### config.mk
export PLATFORM = sky130hd
export DESIGN_NAME = alu_op_sequencer
export DESIGN_NICKNAME = d
export VERILOG_FILES = /design/src/rtl/alu_pkg.sv /design/src/rtl/iter_counter.sv /design/src/rtl/alu_op_sequencer.sv
export SDC_FILE = /design/constraint.sdc
export NUM_CORES = 1
export LEC_CHECK = 0
export BUFFER_PORTS_ARGS = -buffer_cell sky130_fd_sc_hd__buf_2
export CAP_MARGIN = 10
export CORE_MARGIN = 2
export CORE_UTILIZATION = 37
export CTS_CLUSTER_DIAMETER = 150
export DETAILED_ROUTE_END_ITERATION = 10
export PLACE_DENSITY = 0.67
export SYNTH_ARGS = -nofsm -noshare
export SYNTH_HDL_FRONTEND = slang
export SYNTH_HIERARCHICAL = 1
export SYNTH_SLANG_ARGS = --single-unit
### constraint.sdc
create_clock -name clk -period 2.2 [get_ports clk]
set_input_delay 0.22 -clock clk [delete_from_list [all_inputs] [get_ports clk]]
set_output_delay 0.22 -clock clk [all_outputs]
set_load 0.005 [all_outputs]
### src/rtl/alu_pkg.sv
// Shared funct codes, result-mux encodings and sequencer state for alu_op_sequencer.
// Optional divide support is enabled with the ALU_DIVU_EN macro.
package alu_pkg;

    localparam int unsigned FUNCT_W = 6;

    localparam logic [FUNCT_W-1:0] FN_AND   = 6'd36;
    localparam logic [FUNCT_W-1:0] FN_OR    = 6'd37;
    localparam logic [FUNCT_W-1:0] FN_ADD   = 6'd32;
    localparam logic [FUNCT_W-1:0] FN_SUB   = 6'd34;
    localparam logic [FUNCT_W-1:0] FN_SLT   = 6'd42;
    localparam logic [FUNCT_W-1:0] FN_SRL   = 6'd2;
    localparam logic [FUNCT_W-1:0] FN_MULTU = 6'd25;
    localparam logic [FUNCT_W-1:0] FN_MFHI  = 6'd16;
    localparam logic [FUNCT_W-1:0] FN_MFLO  = 6'd18;
    localparam logic [FUNCT_W-1:0] FN_DIVU  = 6'd27;

    localparam logic [1:0] MUX_ALU   = 2'd0;
    localparam logic [1:0] MUX_HI    = 2'd1;
    localparam logic [1:0] MUX_LO    = 2'd2;
    localparam logic [1:0] MUX_SHIFT = 2'd3;

    typedef enum logic [1:0] {
        ST_IDLE = 2'd0,
        ST_MUL  = 2'd1,
        ST_DIV  = 2'd2,
        ST_RESP = 2'd3
    } state_t;

    // Counter must hold max(cycles)-1; never narrower than one bit.
    function automatic int unsigned cnt_width(input int unsigned a, input int unsigned b);
        int unsigned m;
        m = (a > b) ? a : b;
        return ($clog2(m) < 1) ? 1 : $clog2(m);
    endfunction

endpackage

### src/rtl/iter_counter.sv
// Loadable down-counter that tracks the remaining multiply/divide step cycles.
module iter_counter #(
    parameter int unsigned W = 5
) (
    input  logic         clk,
    input  logic         reset,
    input  logic         load,
    input  logic [W-1:0] load_val,
    input  logic         dec,
    output logic [W-1:0] count,
    output logic         zero_c
);

    assign zero_c = (count == '0);

    // Load wins over decrement; the counter saturates at zero.
    always_ff @(posedge clk) begin
        if (reset) begin
            count <= '0;
        end else if (load) begin
            count <= load_val;
        end else if (dec && !zero_c) begin
            count <= count - W'(1);
        end
    end

endmodule

### src/rtl/alu_op_sequencer.sv
// Multi-cycle controller sequencing funct-coded ops onto the ALU/shifter/multiplier/HiLo datapath.
// Define ALU_DIVU_EN to sequence DIVU (funct 27) through the DIV state; otherwise it is illegal.
module alu_op_sequencer
    import alu_pkg::*;
#(
    parameter int unsigned MUL_CYCLES = 32,
    parameter int unsigned DIV_CYCLES = 32
) (
    input  logic               clk,
    input  logic               reset,
    input  logic               req_valid,
    output logic               req_ready,
    input  logic [FUNCT_W-1:0] req_funct,
    output logic [FUNCT_W-1:0] alu_ctrl,
    output logic [1:0]         mux_sel,
    output logic               mul_start,
    output logic               mul_step,
    output logic               div_mode,
    output logic               hilo_we,
    output logic               rsp_valid,
    input  logic               rsp_ready,
    output logic               rsp_wb,
    output logic               rsp_err
);

    localparam int unsigned CNT_W = cnt_width(MUL_CYCLES, DIV_CYCLES);

    state_t             state, state_d;
    logic               req_ready_d;
    logic [FUNCT_W-1:0] alu_ctrl_d;
    logic [1:0]         mux_sel_d;
    logic               mul_start_d, mul_step_d, hilo_we_d;
    logic               rsp_valid_d, rsp_wb_d, rsp_err_d;
    logic               cnt_load, cnt_dec, cnt_zero;
    logic [CNT_W-1:0]   cnt_load_val, cnt;
    logic               accept;
`ifdef ALU_DIVU_EN
    logic               div_mode_d;
`endif

    assign accept = req_valid && req_ready;

    iter_counter #(.W(CNT_W)) u_iter_counter (
        .clk      (clk),
        .reset    (reset),
        .load     (cnt_load),
        .load_val (cnt_load_val),
        .dec      (cnt_dec),
        .count    (cnt),
        .zero_c   (cnt_zero)
    );

    // Next-state and next-output decode.
    always_comb begin
        state_d      = state;
        alu_ctrl_d   = alu_ctrl;
        mux_sel_d    = mux_sel;
        mul_start_d  = 1'b0;
        mul_step_d   = 1'b0;
        hilo_we_d    = 1'b0;
        rsp_valid_d  = rsp_valid;
        rsp_wb_d     = rsp_wb;
        rsp_err_d    = rsp_err;
        cnt_load     = 1'b0;
        cnt_load_val = '0;
        cnt_dec      = 1'b0;
`ifdef ALU_DIVU_EN
        div_mode_d   = 1'b0;
`endif
        case (state)
            ST_IDLE: begin
                if (accept) begin
                    state_d     = ST_RESP;
                    alu_ctrl_d  = '0;
                    mux_sel_d   = MUX_ALU;
                    rsp_valid_d = 1'b1;
                    rsp_wb_d    = 1'b1;
                    rsp_err_d   = 1'b0;
                    case (req_funct)
                        FN_AND, FN_OR, FN_ADD, FN_SUB, FN_SLT: alu_ctrl_d = req_funct;
                        FN_SRL:  mux_sel_d = MUX_SHIFT;
                        FN_MFHI: mux_sel_d = MUX_HI;
                        FN_MFLO: mux_sel_d = MUX_LO;
                        FN_MULTU: begin
                            state_d      = ST_MUL;
                            rsp_valid_d  = 1'b0;
                            rsp_wb_d     = 1'b0;
                            mul_start_d  = 1'b1;
                            mul_step_d   = 1'b1;
                            hilo_we_d    = (MUL_CYCLES == 32'd1);
                            cnt_load     = 1'b1;
                            cnt_load_val = CNT_W'(MUL_CYCLES - 32'd1);
                        end
`ifdef ALU_DIVU_EN
                        FN_DIVU: begin
                            state_d      = ST_DIV;
                            rsp_valid_d  = 1'b0;
                            rsp_wb_d     = 1'b0;
                            mul_start_d  = 1'b1;
                            mul_step_d   = 1'b1;
                            div_mode_d   = 1'b1;
                            hilo_we_d    = (DIV_CYCLES == 32'd1);
                            cnt_load     = 1'b1;
                            cnt_load_val = CNT_W'(DIV_CYCLES - 32'd1);
                        end
`endif
                        default: begin
                            rsp_wb_d  = 1'b0;
                            rsp_err_d = 1'b1;
                        end
                    endcase
                end
            end
            // Step until the count hits zero; HiLo is written on that final step cycle.
            ST_MUL: begin
                cnt_dec = 1'b1;
                if (cnt_zero) begin
                    state_d     = ST_RESP;
                    rsp_valid_d = 1'b1;
                    rsp_wb_d    = 1'b0;
                    rsp_err_d   = 1'b0;
                end else begin
                    mul_step_d = 1'b1;
                    hilo_we_d  = (cnt == CNT_W'(1));
                end
            end
`ifdef ALU_DIVU_EN
            ST_DIV: begin
                cnt_dec = 1'b1;
                if (cnt_zero) begin
                    state_d     = ST_RESP;
                    rsp_valid_d = 1'b1;
                    rsp_wb_d    = 1'b0;
                    rsp_err_d   = 1'b0;
                end else begin
                    mul_step_d = 1'b1;
                    div_mode_d = 1'b1;
                    hilo_we_d  = (cnt == CNT_W'(1));
                end
            end
`endif
            ST_RESP: begin
                if (rsp_ready) begin
                    state_d     = ST_IDLE;
                    rsp_valid_d = 1'b0;
                    rsp_wb_d    = 1'b0;
                    rsp_err_d   = 1'b0;
                end
            end
            default: state_d = ST_IDLE;
        endcase
        req_ready_d = (state_d == ST_IDLE) && !rsp_valid_d;
    end

    always_ff @(posedge clk) begin
        if (reset) begin
            state     <= ST_IDLE;
            req_ready <= 1'b1;
            alu_ctrl  <= '0;
            mux_sel   <= MUX_ALU;
            mul_start <= 1'b0;
            mul_step  <= 1'b0;
            hilo_we   <= 1'b0;
            rsp_valid <= 1'b0;
            rsp_wb    <= 1'b0;
            rsp_err   <= 1'b0;
        end else begin
            state     <= state_d;
            req_ready <= req_ready_d;
            alu_ctrl  <= alu_ctrl_d;
            mux_sel   <= mux_sel_d;
            mul_start <= mul_start_d;
            mul_step  <= mul_step_d;
            hilo_we   <= hilo_we_d;
            rsp_valid <= rsp_valid_d;
            rsp_wb    <= rsp_wb_d;
            rsp_err   <= rsp_err_d;
        end
    end

`ifdef ALU_DIVU_EN
    always_ff @(posedge clk) begin
        if (reset) begin
            div_mode <= 1'b0;
        end else begin
            div_mode <= div_mode_d;
        end
    end
`else
    assign div_mode = 1'b0;
`endif

endmodule

Word level (Yosys, flattened, before mapping)
Index checks and enable logic that the tools add are counted.
{ "classes": {"n_addsub": 1, "eq_ne": 15, "muxes": 31, "bitwise": 1, "n_reduce_logical": 16} }
{ "op_table": {"columns": ["cell", "count"], "rows": [
  ["6-bit == test, second input constant", 5],
  ["5-bit 2-to-1 mux", 5],
  ["6-bit by 5-bit == test with 1-bit output, second input constant", 3],
  ["1-bit 2-to-1 mux", 15],
  ["2-bit case mux with 3 select lines", 2],
  ["1-bit case mux with 3 select lines", 3],
  ["9-bit OR reduction", 1],
  ["2-bit 2-to-1 mux", 4],
  ["8-bit OR reduction", 1],
  ["6-bit by 2-bit == test with 1-bit output, second input constant", 1],
  ["6-bit 2-to-1 mux", 1],
  ["5-bit by 1-bit == test with 1-bit output, second input constant", 1],
  ["5-bit zero test", 1],
  ["5-bit OR reduction", 1],
  ["5-bit by 1-bit subtractor with 5-bit output, second input constant", 1],
  ["2-bit zero test", 2],
  ["2-bit inequality test, second input constant", 2],
  ["4-bit AND reduction", 1],
  ["1-bit logical AND", 3],
  ["3-bit nonzero test", 1],
  ["3-bit OR reduction", 1],
  ["2-bit by 1-bit == test with 1-bit output, second input constant", 1],
  ["2-bit == test, second input constant", 1],
  ["1-bit zero test", 2],
  ["other kinds (5)", 5]
]} }
{ "word_totals": {"reg_bits": 22, "inputBits": 10} }

Longest topological paths before layout
{ "logic_depth": {"ltp_word": 6, "ltp_mapped": 9, "mapped_depth_nobuf": 8} }

Hierarchy
The synthesis kept the hierarchy.
{ "by_module_without_submodules": {"columns": ["module", "instances", "cells_each", "area_per_inst_um2", "seq_area_each_um2"], "rows": [
  ["alu_op_sequencer", 1, 90, 770.7, 340.3],
  ["iter_counter", 1, 37, 326.6, 100.1]
]} }

Worst setup path before layout
No wires, ideal clock.
{ "synth_path": {"path_kind": "reg-to-reg", "from": "register state[0]", "to": "register u_iter_counter.count[1]", "arrival_ns": 1.757, "required_ns": 2.078, "setup_slack_ns": 0.320, "stages_incl_launch_ff": 8, "path_buffers": 2, "period_less_slack_ns": 1.880, "cell_sequence": "dfxtp_1 nor2_1 nand3_1 buf_6 nor2_1 clkbuf_1 nor3_1 a311o_1"} }
{ "synth_via": {"elab_cells_between_ends": 8, "classes_between": "eq/ne: 1; mux: 4; reduce/logical: 3"} }
{ "synth_lines": {"columns": ["item", "line_no", "rtl"], "rows": [
  ["start, declared", "alu_op_sequencer.sv:28", "state_t state, state_d;"],
  ["start signal, assigned", "alu_op_sequencer.sv:168", "state <= state_d;"],
  ["2-bit zero test *", "alu_op_sequencer.sv:70", "case (state)"],
  ["1-bit 2-to-1 mux *", "alu_op_sequencer.sv:70", null],
  ["named net cnt_load", "alu_op_sequencer.sv:34", "logic cnt_load, cnt_dec, cnt_zero;"],
  ["5-bit 2-to-1 mux or 2-bit nonzero test (tied branches)", null, null],
  ["end signal, assigned", "iter_counter.sv:21", "count <= load_val;"],
  ["end signal, assigned", "iter_counter.sv:23", "count <= count - W'(1);"],
  ["end, declared", "iter_counter.sv:10", "output logic [W-1:0] count,"]
]} }
Mark *: on every way through the listed nets, which the timed path passes. The rest lies on a longest branch.
A chain may end at the register's enable or synchronous reset.

Final worst setup path
{ "layout_path": {"from": "register u_iter_counter.count[1]", "to": "register rsp_wb"} }
{ "layout_via": {"elab_chain_cells": 3} }
{ "layout_rtl": {"columns": ["item", "line_no", "rtl"], "rows": [
  ["5-bit zero test", "iter_counter.sv:14", "assign zero_c = (count == '0);"],
  ["named net cnt_zero", "alu_op_sequencer.sv:34", null],
  ["2-bit by 1-bit inequality test with 1-bit output (no line)", null, null],
  ["4-bit AND reduction (no line)", null, null],
  ["end signal, assigned", "alu_op_sequencer.sv:176", "rsp_wb <= rsp_wb_d;"],
  ["end, declared", "alu_op_sequencer.sv:22", "output logic rsp_wb,"]
]} }
The timed path passes the listed nets, and every way through them passes these cells.

==> results by group <==
Route
  – Post-DR vias/cell: 5.328
  – Wire length per cell after detailed routing: 12.31 um
  – Post-route DRC: 0
  – Antenna-violating nets left: 0
  – Vias after detailed routing: 975
  – First-pass detailed-route iteration total: 4
  – Detailed Route Iter0 Violations: 36
  – Final routed wirelength across all metal layers: 2.253 mm

STA
  – Post-route fraction of the period consumed by the critical path: 88.25%
  – Fmax: 515.0 MHz
  – Final count of pins violating max slew: 0
  – Count of final hold-check violations: 0
  – Final setup vio count: 0
  – Setup TNS: 0 ns
  – Unrepaired setup endpoints after global routing: false
  – Layout Skew: 0.004790 ns
  – Time the final worst path needs with I/O delays and setup: 1.942 ns

Critical path
  – Start-to-end type of the worst setup path: reg2reg
  – Critical path capture point type: flop
  – Critical Path RT: 2.39 ns
  – Maximum fanout along the worst path: 7
  – Endpoint arrival time on the critical path: 2.13 ns
  – Critical path launch point type: flop

Global routing
  – Global-route wire length before repair: 3.843 mm
  – Pin count of the biggest net entering global routing: 23
  – Initial antenna violation count: 0
  – Total Routing Usage GR: 14.42%
  – Via count of the first global-routing pass: 876
  – Total grt overflow: 0

Final layout
  – # diodes: 0
  – Filler cell count in the final layout: 281
  – Non-Filler Instances: 183
  – Layout cells sized above 1: 26.97%
  – Core utilization of the finished layout: 45.43%
  – Final Net Count: 164
  – Final instance area: 0.001264 sq mm
  – Layout area overhead: 15.17%

CTS
  – Clock tree sinks: 22
  – Clock root buffer: sky130_fd_sc_hd__clkbuf_4
  – H-tree levels: 1
  – TritonCTS clock tree: done
  – Post_cts resized: 0
  – Post CTS Setup Buffer Count: 0
  – Deepest clock path buffer count: 2
  – Clock-pin transition on the worst setup and hold timing paths: 0.12 ns
  – Number of CTS-inserted buffers: 3
  – CTS Hold Buffers Added: 0
  – Clock latency reported for the late side of the worst-skew pair: 0.31 ns

Synth
  – Count of flip-flops with a built-in enable after synthesis: 0
  – Post-synthesis cell area: 0.001097 sq mm
  – Avg Synthesized Cell Area: 8.640 sq um
  – Instance count of the mapped netlist: 127
  – Share of the yosys chip area belonging to registers: 40.14%
  – Ys Warns: 6
  – FF+latch count, synth: 22
  – Number of distinct standard cells referenced by the synthesized netlist: 45
  – Ys flop type: sky130_fd_sc_hd__dfxtp_1
  – Async SR Flop Fraction: 0%
  – Number of nets produced by synthesis: 138

Floorplan
  – Core footprint: 0.002781 sq mm
  – Die Span X: 58.46 um
  – Total number of placement rows: 19
  – DIE HEIGHT: 58.46 um
  – Area of the die: 0.003418 sq mm
  – Top-level I/O count: 26
  – Initial core utilization: 39.45%

Status
  – Outcome: finished, final reports clean

Power
  – Worst supply voltage drop on vdd: 0.4784 mV
  – Power density over the cells: 665.0 mW/mm^2
  – Total power: 0.0008404 W
  – Leakage power summed over all cells: 0.5223 nW

Flow run
  – Max-capacitance violation count: 0

Placement
  – Half-perimeter wire length after detailed placement: 1.685 mm
  – Placed cell area: 0.001227 sq mm
  – Routability cong.: 0.7556
  – Placed insts: 179
  – Buffers added on ports: 24

Worst hold path
  – Type of the worst min-delay path: in2reg
-- kinds of logic after synthesis --
kind of cell             count (synthesis)  share of synthesized area, %
multiplexers                             1                        0.9122
other                                    1                        0.3417
AO/OA/AOI/OAI                           29                         20.18
XOR/XNOR                                 1                        0.7983
buffers and inverters                   12                         6.727
adder cells (fa/ha/maj)                  1                         1.140
flip-flops                              22                         40.14
AND/OR/NAND/NOR                         60                         29.76
-- through the flow --
stage,setup WS [ns],hold WS (ns)
5_1_grt,0.1335,0.2173
6_report,0.2584,0.2072
2_1_floorplan,0.3203,0.2889
4_1_cts,0.2457,0.1887
3_5_place_dp,0.2604,0.4426
3_3_place_gp,0.3354,0.4391
-- power by group --
part	leakage (nW)	switching [W]	internal, W
clock network	0.0210	0.000121	0.000101
registers	0.178	0.0000218	0.000423
logic	0.323	0.000101	0.0000725
-- cell usage after synthesis, types with 2 or more instances --
cell type	instances	area, sq um
sky130_fd_sc_hd__a21oi_1	13	65.06
sky130_fd_sc_hd__nand3_1	8	40.04
sky130_fd_sc_hd__nand2_1	16	60.06
sky130_fd_sc_hd__nor2_1	12	45.04
sky130_fd_sc_hd__dfxtp_1	22	440.4
sky130_fd_sc_hd__clkbuf_1	2	7.510
sky130_fd_sc_hd__and3_4	2	22.52
sky130_fd_sc_hd__buf_6	2	22.52
sky130_fd_sc_hd__nand2b_1	2	12.51
sky130_fd_sc_hd__a311oi_1	2	17.52
sky130_fd_sc_hd__inv_1	6	22.52
sky130_fd_sc_hd__nor2b_1	2	12.51
sky130_fd_sc_hd__nor3_1	5	25.02
sky130_fd_sc_hd__or4b_1	2	20.02
-- path summary, 6_finish.rpt --
check,startpoint,end,slack (ns),cells after the start
max,u_iter_counter/count[1]$_SDFFE_PP0P_,rsp_wb$_SDFFE_PP0P_,0.26,8
min,rsp_ready,req_ready$_SDFF_PP1_,0.21,3
min reg2reg,alu_ctrl[3]$_SDFFE_PP0P_,alu_ctrl[3]$_SDFFE_PP0P_,0.46,2
max reg2reg,u_iter_counter/count[1]$_SDFFE_PP0P_,rsp_wb$_SDFFE_PP0P_,0.26,8
-- cell type report --
class	count	area [sq um]	area share [%]
Multi-Input combinational cell	93	583.1	46.14
Sequential cell	22	440.4	34.85
Timing Repair Buffer	27	142.6	11.29
Tap cell	31	38.79	3.069
Clock buffer	4	36.28	2.871
Inverter	6	22.52	1.782
-- layer usage --
layer	vias to the layer above	wire length, um	track usage, %
li1	501	-	-
met1	439	1040	18.61
met5	-	0	0
met2	33	1044	23.43
met4	0	13	3.987
met3	2	155	4.176
-- flip-flops by register name, indices dropped and copies added, names as in the netlist --
| name | cells |
|---|---|
| mux_sel | 2 |
| rsp_err | 1 |
| rsp_valid | 1 |
| alu_ctrl | 6 |
| req_ready | 1 |
| hilo_we | 1 |
| state | 2 |
| rsp_wb | 1 |
| u_iter_counter/count | 5 |
| mul_start | 1 |
| mul_step | 1 |
-- layout by cell type, fill, tap and decap left out, types with 3 or more instances in the layout --
cell type	netlist	routed
sky130_fd_sc_hd__nand3_1	8	8
sky130_fd_sc_hd__a21oi_1	13	13
sky130_fd_sc_hd__nor3_1	5	5
sky130_fd_sc_hd__nor2_1	12	12
sky130_fd_sc_hd__inv_1	6	6
sky130_fd_sc_hd__dfxtp_1	22	22
sky130_fd_sc_hd__clkbuf_4	0	3
sky130_fd_sc_hd__nand2_1	16	16
sky130_fd_sc_hd__buf_4	1	3
sky130_fd_sc_hd__buf_2	0	24
-- worst max-delay path: stages (launching register included) --
cell and delay, ns:
sky130_fd_sc_hd__dfxtp_1 0.34, sky130_fd_sc_hd__inv_1 0.11, sky130_fd_sc_hd__ha_1 0.17, sky130_fd_sc_hd__or4b_1 0.60, sky130_fd_sc_hd__inv_1 0.18, sky130_fd_sc_hd__nand2b_1 0.07
sky130_fd_sc_hd__a21o_2 0.21, sky130_fd_sc_hd__nand3_1 0.07, sky130_fd_sc_hd__a21oi_1 0.06
(Power assumes the default switching activity.)
